**config.mk**
```make
export PLATFORM = sky130hd
export DESIGN_NAME = output_datapath
export DESIGN_NICKNAME = d
export VERILOG_FILES = /design/src/rtl/output_datapath.sv
export SDC_FILE = /design/constraint.sdc
export NUM_CORES = 1
export LEC_CHECK = 0
export ABC_AREA = 0
export CORE_ASPECT_RATIO = 1.4
export CORE_MARGIN = 2
export CORE_UTILIZATION = 42
export DETAILED_ROUTE_END_ITERATION = 12
export GPL_TIMING_DRIVEN = 0
export PLACE_DENSITY = 0.73
export SKIP_LAST_GASP = 1
export SLEW_MARGIN = 20
export SYNTH_ARGS = -nofsm -noshare
export SYNTH_HDL_FRONTEND = slang
export SYNTH_SLANG_ARGS = --single-unit
```
**constraint.sdc**
```tcl
create_clock -name clk -period 26.4 [get_ports clk]
set_input_delay 5.28 -clock clk [delete_from_list [all_inputs] [get_ports clk]]
set_output_delay 5.28 -clock clk [all_outputs]
set_load 0.02 [all_outputs]
```
**src/rtl/output_datapath.sv**
```systemverilog
// Output unloading stage: holds a 512-bit systolic result and streams it out LSB chunk first.
// Optional DONE_MATRIX_MULT_EN adds a registered last-chunk-delivered pulse.
module sh_counter #(
    parameter int                 CNT_W = 3,
    parameter logic [CNT_W-1:0]   MAX   = '1
) (
    input  logic             clk,
    input  logic             reset,
    input  logic             clear,
    input  logic             inc,
    output logic [CNT_W-1:0] count
);

    always_ff @(posedge clk or posedge reset) begin
        if (reset)
            count <= '0;
        else if (clear)
            count <= '0;
        else if (inc && count != MAX)
            count <= count + CNT_W'(1);
    end

endmodule

module output_datapath #(
    parameter int DATA_W     = 64,
    parameter int NUM_CHUNKS = 8,
    parameter int CNT_W      = 3
) (
    input  logic                         clk,
    input  logic                         reset,
    input  logic                         load_out,
    input  logic                         shift,
    input  logic                         src_ready,
    input  logic [DATA_W*NUM_CHUNKS-1:0] systolic_output,
    input  logic                         dest_valid,
`ifdef DONE_MATRIX_MULT_EN
    output logic                         done_matrix_mult,
`endif
    output logic [DATA_W-1:0]            final_data_out,
    output logic                         sh_count_done,
    output logic                         tx_two_done
);

    localparam int               IN_W = DATA_W * NUM_CHUNKS;
    localparam logic [CNT_W-1:0] LAST = CNT_W'(NUM_CHUNKS - 1);

    logic [IN_W-1:0]   buffer_to_feeder;
    logic [IN_W-1:0]   feeder;
    logic [DATA_W-1:0] feeder_to_rv;
    logic [CNT_W-1:0]  count;
    logic              handshake;
    logic              shift_en;

    assign feeder_to_rv  = feeder[DATA_W-1:0];
    assign handshake     = dest_valid && src_ready;
    assign sh_count_done = (count == LAST);
    // Shifting stops once the last chunk sits at the bottom of the feeder.
    assign shift_en      = shift && !load_out && !sh_count_done;

    always_ff @(posedge clk or posedge reset) begin
        if (reset)
            buffer_to_feeder <= '0;
        else if (load_out)
            buffer_to_feeder <= systolic_output;
    end

    always_ff @(posedge clk or posedge reset) begin
        if (reset)
            feeder <= '0;
        else if (load_out)
            feeder <= systolic_output;
        else if (shift_en)
            feeder <= feeder >> DATA_W;
    end

    sh_counter #(
        .CNT_W (CNT_W),
        .MAX   (LAST)
    ) sh_counter_output_datapath (
        .clk   (clk),
        .reset (reset),
        .clear (load_out),
        .inc   (shift_en),
        .count (count)
    );

    always_ff @(posedge clk or posedge reset) begin
        if (reset)
            final_data_out <= '0;
        else if (handshake)
            final_data_out <= feeder_to_rv;
    end

    // A shift or reload in the same cycle as a handshake leaves the flag low.
    always_ff @(posedge clk or posedge reset) begin
        if (reset)
            tx_two_done <= 1'b0;
        else if (load_out || shift)
            tx_two_done <= 1'b0;
        else if (handshake)
            tx_two_done <= 1'b1;
    end

`ifdef DONE_MATRIX_MULT_EN
    always_ff @(posedge clk or posedge reset) begin
        if (reset)
            done_matrix_mult <= 1'b0;
        else
            done_matrix_mult <= handshake && sh_count_done;
    end
`endif

endmodule

```
==> metrics.md <==
| Metric | Value |
|---|---|
| Result of the run | `completed` |
| Area occupied by registers | `14,500 um2` |
| Global-route usage over all layers | `0.281` |
| Hold Slack | `504 ps` |
| Post-synth top area share | `0.566` |
| Number of cells in the design after placement | `3,779` |
| Global placement routability congestion | `0.917` |
| Pre-Repair DR Iteration Count | `7` |
| Placed Instance Area | `32,700 um2` |
| # clock sinks | `580` |
| Type of the worst setup path | `reg2out` |
| Maximum number of buffers from clock root to sink | `3` |
| Fillers | `5,224` |
| Worst path max stage delay | `690 ps` |
| Setup Viol. Count Final | `0` |
| Core ar. | `60,600 um2` |
| Standard cell with the maximum stage delay on the critical path | `clkdlybuf4s50_1` |
| Number of standard cells after synthesis | `2,374` |
| Antenna violation net count after detailed routing | `0` |
| Hold Crit Class | `reg2reg` |
| First-pass GRT wire length | `132,000 um` |
| Area growth from synthesis to final layout | `34.6%` |
| Slew margin rel. | `0.482` |
| Number of clock buffers inserted by TritonCTS | `56` |
| Max FO, Critical Path | `3` |
| CP dominant cell by count | `ha_1` |
| Core Rows | `107` |
| Multi-input combinational cell area | `10,000 um2` |
| Family with the most delay on the worst path | `buffers and inverters` |
| Vias | `20,525` |
| Clock transition at the registers of the reported paths | `60 ps` |
| Number of failing hold endpoints at the final stage | `0` |
| Half-perimeter wire length after detailed placement | `71,400 um` |
| Detail-routed net length per standard cell | `22.9 um` |
| Cell at the root of the clock tree | `clkbuf_16` |
| Placement-stage worst setup slack | `19,090 ps` |
| Total congestion overflow | `0` |
| Initial detailed-routing violation count | `1,225` |
| CTS tree | `built` |
| Die W | `213 um` |
| Post-cts resize count | `0` |
| Area contributors post-synth | `dfrtp_1, mux2i_1, nand2_1` |
| Synth cell types | `21` |
| Dominant cell type by area after synthesis | `dfrtp_1` |
| Mean instance size in the synthesized netlist | `10.8 um2` |
| Total standard cell area after synthesis | `25,700 um2` |
| Number of max-cap violations | `0` |
| Layout Cell Area excl Fill | `34,500 um2` |
| Aggregate routed wire length | `89,300 um` |
| Yosys reg bits | `580` |
| Achievable Freq | `136 MHz` |
| Setup slack after layout | `19,070 ps` |
| Startpoint type of the worst setup path | `register` |
| Power density of the placed cells | `65.0 nW/um2` |
| Via count normalized by instance count | `5.27` |
| Number of nets in the layout | `3,540` |
| Height of the chip | `296 um` |
| Total number of H-tree levels | `2` |
| Commonest cells after routing, fill and taps aside | `clkdlybuf4s50_1, nand2_1, dfrtp_1, mux2i_1, o21ai_0` |
| I/O pins | `584` |
| Non-Filler Instances | `3,896` |
| Min cycle time layout | `7330 ps` |
| Worst supply voltage drop on vdd | `0.0586 mV` |
| Total power consumption of the routed design | `2240 uW` |
| Number of global-route vias before repair | `21,971` |
| Cell-by-cell listing of the critical path | `ha_1 > ha_1 > clkdlybuf4s50_1` |
| Least-Margin Pin Slew | `777 ps` |
| Antenna violations before repair | `23` |
| Total buffers and inverters traversed by the critical path | `1` |
| Seq/Total Area, Yosys | `0.566` |
| Synth Warn # | `0` |
| Effective utilization at floorplan | `0.423` |
| Unrepaired setup endpoints after global routing | `false` |
| Post-CTS setup buffer count | `0` |
| Kind of capture point of the worst setup path | `output port` |
| Worst EP required | `21,120 ps` |
| Final clock period utilization by the worst path | `0.278` |
| Clk Latency, worst-skew pair | `610 ps` |
| Maximum number of pins on one net before global-route repair | `110` |
| Post-synth net total | `2,894` |
| LEAKAGE | `0.0158 uW` |
| Hold bufs inserted after CTS | `0` |
| Floorplan die area | `63,100 um2` |
| Number of slew-limit violations in the final report | `0` |
| Post-detailed-route DRC marker count | `0` |
| IO buf count | `582` |
| Most common cell after layout, fill and taps aside | `clkdlybuf4s50_1` |
| Worst Clk Skew | `16.0 ps` |
| Share of post-route cells with drive strength above 1 | `0.0834` |
| Data arrival at the endpoint of the critical path | `2050 ps` |
## worst paths after layout
path                                                      from            endpoint  slack (ps)  cells past startpoint
max                        sh_counter_output_datapath.count[0]       sh_count_done       19070                      3
min reg2reg                                 final_data_out[28]  final_data_out[28]         500                      1
min in group asynchronous                                reset          feeder[98]        5110                      2
max reg2reg                sh_counter_output_datapath.count[0]         feeder[300]       24210                      8
max in group asynchronous                                reset         feeder[383]       20010                      4
min                                         final_data_out[28]  final_data_out[28]         500                      1
## area by class of cell
| type | count | share of cell area |
|---|---|---|
| clock inverters | 16 | 0.00554 |
| flip-flops and latches | 580 | 0.420 |
| diodes | 20 | 0.00145 |
| repair buffers | 588 | 0.173 |
| plain buffers | 178 | 0.0324 |
| inverters | 1 | 0.000326 |
| clock buffers | 81 | 0.0468 |
| multi-input cells | 1615 | 0.290 |
| well taps | 817 | 0.0296 |
## power breakdown
group	total (uW)	switching, uW	internal (uW)
clock network	807	346	462
logic	381	184	197
registers	1060	69.8	986
## cell families after synthesis
kind of cell	after synthesis	share of synthesized area
mux	512	0.203
compound gates	515	0.100
xor+xnor	1	0.000341
fa+ha+maj	2	0.000975
buf+inv	179	0.0437
flops	580	0.566
simple gates	585	0.0858
## sequential cells by signal, summed over array words and instances, names as in the netlist
signal,count
feeder,512
final_data_out,64
sh_counter_output_datapath.count,3
tx_two_done,1
## cell usage after synthesis
library cell,number
nor2b_1,1
buf_6,26
xnor2_1,1
clkbuf_1,75
nand2_1,581
o21ai_0,341
o21ai_1,171
inv_1,1
mux2_2,64
ha_1,2
buf_1,3
nor3_1,1
buf_8,11
mux2i_1,448
nor2_1,1
buf_12,1
buf_2,48
dfrtp_1,580
a21oi_1,3
buf_4,14
nand2b_1,1
## metal layers
layer	vias up	global-route usage	share of wire
met3	188	0.0443	0.053
met2	680	0.481	0.50
li1	9458	-	-
met1	10191	0.345	0.40
met5	-	0	0.00058
met4	8	0.142	0.050
## metrics by stage
step	setup TNS (ps)	utilization
after floorplan	0	-
after global placement	-796420	0.536
after detailed placement	0	0.539
after CTS	0	0.569
after global routing	0	0.569
final	0	0.569
Power figures use the tool's default switching activity.
